### config.mk
export PLATFORM = sky130hd
export DESIGN_NAME = insn_fetch_stage
export DESIGN_NICKNAME = d
export VERILOG_FILES = /design/src/rtl/insn_fetch_stage.sv
export SDC_FILE = /design/constraint.sdc
export NUM_CORES = 1
export LEC_CHECK = 0
export CAP_MARGIN = 0
export CORE_MARGIN = 5
export CORE_UTILIZATION = 30
export DETAILED_ROUTE_END_ITERATION = 12
export GPL_TIMING_DRIVEN = 0
export SYNTH_ARGS = -nofsm -noshare
export SYNTH_HDL_FRONTEND = slang
export SYNTH_SLANG_ARGS = --single-unit
### constraint.sdc
create_clock -name clk -period 13.7 [get_ports clk]
set_clock_uncertainty 0.1 [all_clocks]
set_input_delay 2.74 -clock clk [delete_from_list [all_inputs] [get_ports clk]]
set_output_delay 2.74 -clock clk [all_outputs]
set_load 0.03 [all_outputs]
### src/rtl/insn_fetch_stage.sv
// insn_fetch_stage: credit-limited instruction fetch with response FIFO, stall and redirect flush
module insn_fetch_stage #(
  parameter int ADDR_WIDTH = 32,
  parameter logic [ADDR_WIDTH-3:0] RESET_ADDR = '0,
  parameter int FIFO_DEPTH = 2
) (
  input  logic                  clk,
  input  logic                  rst,
  output logic                  imem_req_valid,
  input  logic                  imem_req_ready,
  output logic [ADDR_WIDTH-3:0] imem_req_addr,
  input  logic                  imem_rsp_valid,
  input  logic [31:0]           imem_rsp_data,
  input  logic                  redirect_valid,
  input  logic [ADDR_WIDTH-3:0] redirect_addr,
  input  logic                  stall,
  output logic                  insn_valid,
  output logic [ADDR_WIDTH-3:0] insn_addr,
  output logic [31:0]           insn
);
  localparam int AW = ADDR_WIDTH - 2;
  localparam int PW = $clog2(FIFO_DEPTH);
  localparam int CW = PW + 1;
  localparam logic [CW:0] DEPTH = (CW+1)'(FIFO_DEPTH);
  typedef enum logic {RUN, FLUSH} state_t;
  state_t state;
  logic [AW-1:0] pc;
  logic [CW-1:0] inflight, stale, count, base, stale_n;
  logic [AW-1:0] aq [FIFO_DEPTH];
  logic [AW-1:0] fa [FIFO_DEPTH];
  logic [31:0] fd [FIFO_DEPTH];
  logic [PW-1:0] aq_wr, aq_rd, wr, rd;
  logic req_fire, keep, pop;
  always_comb begin
    imem_req_valid = !rst && state == RUN && !redirect_valid &&
                     ({1'b0, inflight} + {1'b0, count} < DEPTH);
    imem_req_addr = rst ? '0 : pc;
    req_fire = imem_req_valid && imem_req_ready;
    keep = imem_rsp_valid && !redirect_valid && stale == '0;
    insn_valid = !rst && count != '0;
    insn_addr = rst ? '0 : fa[rd];
    insn = rst ? '0 : fd[rd];
    pop = insn_valid && !stall;
    // a redirect in RUN marks everything in flight stale; in FLUSH it already is
    base = (redirect_valid && state == RUN) ? inflight : stale;
    stale_n = base - CW'(imem_rsp_valid && base != '0);
  end
  always_ff @(posedge clk) begin
    if (rst) begin
      pc <= RESET_ADDR;
      inflight <= '0;
      stale <= '0;
      count <= '0;
      aq_wr <= '0;
      aq_rd <= '0;
      wr <= '0;
      rd <= '0;
      state <= RUN;
    end else begin
      inflight <= inflight + CW'(req_fire) - CW'(imem_rsp_valid);
      stale <= stale_n;
      state <= stale_n != '0 ? FLUSH : RUN;
      if (req_fire) aq_wr <= aq_wr + PW'(1);
      if (imem_rsp_valid) aq_rd <= aq_rd + PW'(1);
      if (redirect_valid) begin
        pc <= redirect_addr;
        count <= '0;
        wr <= '0;
        rd <= '0;
      end else begin
        if (req_fire) pc <= pc + AW'(1);
        if (keep) wr <= wr + PW'(1);
        if (pop) rd <= rd + PW'(1);
        count <= count + CW'(keep) - CW'(pop);
      end
    end
  end
  always_ff @(posedge clk) begin
    if (req_fire) aq[aq_wr] <= pc;
    if (keep) begin
      fa[wr] <= aq[aq_rd];
      fd[wr] <= imem_rsp_data;
    end
  end
  always_ff @(posedge clk)
    if (!rst && imem_rsp_valid) assert (inflight != '0);
endmodule
==> impl_metrics.ini <==
[sta]
setup_viol = 0
tightestPinTransition_ns = 0.869
rsz0062_at_grt = false
setup_ws_ns = 5.46
finalSetupTns_ns = 0
final_hold_viol_count = 0
layout_min_cycle_time_ns = 8.24
fmax_ghz = 0.121
period_share = 0.601
max_slew_margin = 0.421
slew_viol_final = 0

[pwr]
intPower_uw = 1340
ir_drop_uv = 69.4
powerDensity_mw_per_mm2 = 143
total_leakage_power_uw = 0.00405
pwr-share-seq = 0.463
power_switching_share = 0.247
combPwrFrac = 0.136
pwr-share-clk = 0.401
power_switching_uw = 440

[grt]
track_usage = 0.133
overflow = 0
grt_max_degree = 38
grt_pass1_vias = 6094
grt_pass1_wl_mm = 36.5
antenna_found_initial = 5

[cts]
cts_root_buf = clkbuf_16
clock_latency_ns = 0.54
cts_resized = 0
tritoncts = built
clkTransAtPathRegs_ns = 0.07
numCtsBuffers = 25
cts_setup_buffers = 0
cts_sinks = 227
h-tree-depth = 1
clock_path_buffers = 3
holdBufCountCts = 0

[worst_setup_path]
slowest_stage = clkdlybuf4s50_1
arrival_ns = 5.40
path_class = in2out
path_cells = clkdlybuf4s50_1, clkbuf_1, buf_1, nor2_1, clkdlybuf4s50_1
path_buf_inv = 4
critPathMostFrequentCell = clkdlybuf4s50_1
cp-end-kind = output pin
slowest_delay_ns = 0.64
crit_required_ns = 10.86
cp_top_family = buffers and inverters
critPathLaunchType = primary input
crit_fanout = 10

[die]
num_io_pins = 162
die_w_um = 187
core-area_mm2 = 0.0307
dieArea_mm2 = 0.0349
initial_utilization = 0.305
rows = 64
fp.dieH_um = 187

[cells_and_area]
final_common_cell = edfxtp_1
final_cell_mix = edfxtp_1, clkdlybuf4s50_1, nor2_1, mux2i_1, dfxtp_1
fin_nets = 952
layout-drive-gt1-share = 0.0971
syn_to_final_growth_pct = 33.1

[job]
cap_violations = 0

[drt]
dr_wl_met2_mm = 11.8
wl_per_cell_um = 18.7
drtIter0Drc = 385
vias = 6129
first_pass_iters = 5
route.top_layer_used = met5
viasPerCell = 4.74
ant_nets = 0
drc = 0
m1WireLength_mm = 10.3
finalWirelength_mm = 24.2
wl_met3_mm = 1.46

[yosys]
yosys.area.top_type = edfxtp_1
synth_compound_area_frac = 0.0471
netlist_area_mm2 = 0.00939
synth_cell_types = 48
synth_xor_area_frac = 0.0196
async_flop_share = 0
synth_edf_count = 184
synth_ff_type = edfxtp_1
yosysSeqAreaShare = 0.680
synth_nets = 760
synthAdderAreaFrac = 0.0101
synth_area_per_cell_um2 = 13.7
synthMuxAreaShare = 0.105
syn_inst = 685
synthTopCellsByArea = edfxtp_1, dfxtp_1, mux2i_1
synth_top_family_by_area = simple AND/OR/NAND/NOR gates
synthSimpleGateAreaFrac = 0.118
yosys.area.top_type_share = 0.589
yosysWarnings = 0
ys_seq_elements = 227

[placed_design]
hpwl_mm = 16.9
port_buffers = 161
pre_cts_slack_ns = 5.36
routabilityCongestion = 0.793

[hold_path]
hp-class = reg2reg

[status]
outcome = completed
==> worst register-to-register path, cell delays in order (launching register included) <==
cell and delay, ns:
dfxtp_1 0.32, and2_1 0.17, fa_1 0.46, or4b_4 0.63, nor2_8 0.17, inv_2 0.11
clkbuf_1 0.29, buf_2 0.31, ha_1 0.30, inv_1 0.04, ha_1 0.17, xnor2_1 0.16
nor2_1 0.05
==> cells by family after synthesis <==
group / after synthesis
AO/OA/AOI/OAI: 67
buffers and inverters: 47
flip-flops: 227
adder cells (fa/ha/maj): 7
multiplexers: 95
AND/OR/NAND/NOR: 221
XOR/XNOR: 21
==> synthesized netlist by cell type, types with 2 or more instances <==
| master | number |
|---|---|
| nand2_1 | 22 |
| mux2i_1 | 65 |
| edfxtp_1 | 184 |
| nor2b_1 | 43 |
| dfxtp_1 | 43 |
| a32oi_1 | 3 |
| o21ai_0 | 10 |
| xnor2_1 | 8 |
| nor2_1 | 94 |
| o22ai_1 | 9 |
| or4_1 | 4 |
| a21oi_1 | 11 |
| ha_1 | 6 |
| buf_1 | 10 |
| nand4_1 | 13 |
| inv_1 | 7 |
| o311ai_0 | 3 |
| a221oi_1 | 2 |
| nor4_1 | 2 |
| a22oi_1 | 12 |
| buf_2 | 5 |
| mux2_2 | 30 |
| nor3_1 | 8 |
| nand3_1 | 13 |
| and3_1 | 4 |
| or2_2 | 3 |
| xor2_1 | 13 |
| clkbuf_1 | 24 |
| and2_1 | 7 |
| a31oi_1 | 9 |
==> metal layers <==
metal  vias up  global-route usage
met4         8              0.0358
met5         -                   0
li1       2920                   -
met3        44              0.0360
met1      2998               0.171
met2       159               0.221
==> cell type report <==
| cell class | instances | area [µm²] |
|---|---|---|
| diodes | 1 | 2.50 |
| plain buffers | 39 | 153 |
| clock buffers | 30 | 654 |
| clock inverters | 16 | 228 |
| fillers | 2917 | 18300 |
| inverters | 8 | 30.0 |
| multi-input cells | 411 | 2840 |
| flip-flops and latches | 227 | 6390 |
| well taps | 396 | 495 |
| repair buffers | 165 | 1710 |
==> path summary, 6_finish.rpt <==
path | from | endpoint | depth (start not counted) | slack (ns)
setup / recovery | rst | insn_addr[1] | 5 | 5.46
hold / removal | aq_rd | flip-flop | 2 | 0.40
setup reg to reg | inflight[0] | inflight[1] | 12 | 10.28
hold reg to reg | aq_rd | flip-flop | 2 | 0.40
==> metrics by stage <==
| step | utilization | cell area [µm²] | hold slack, ns | power [µW] | cells |
|---|---|---|---|---|---|
| 2_1_floorplan | - | 9390 | 0.320 | 975 | 685 |
| 3_3_place_gp | 0.374 | 11500 | 0.378 | 1080 | 1242 |
| 3_5_place_dp | 0.377 | 11600 | 0.411 | 1090 | 1246 |
| 4_1_cts | 0.406 | 12500 | 0.408 | 1810 | 1292 |
| 5_1_grt | 0.406 | 12500 | 0.425 | 1860 | 1293 |
| 6_report | 0.406 | 12500 | 0.397 | 1780 | 1293 |
==> sequential cells by signal, indices dropped and copies added, names as in the netlist, named ones only <==
register	count
fd	64
aq	60
fa	60
pc	30
count	2
inflight	2
stale	2
aq_rd	1
aq_wr	1
rd	1
state	1
wr	1
==> power groups by stage <==
stage / logic (µW) / registers, µW / clock network (µW)
floorplan: 139 / 836 / 0
global placement: 234 / 845 / 0
detailed placement: 248 / 841 / 0
CTS: 249 / 826 / 733
global route: 263 / 831 / 762
finish: 243 / 826 / 714
No activity file was read; power rests on OpenSTA's default activity.
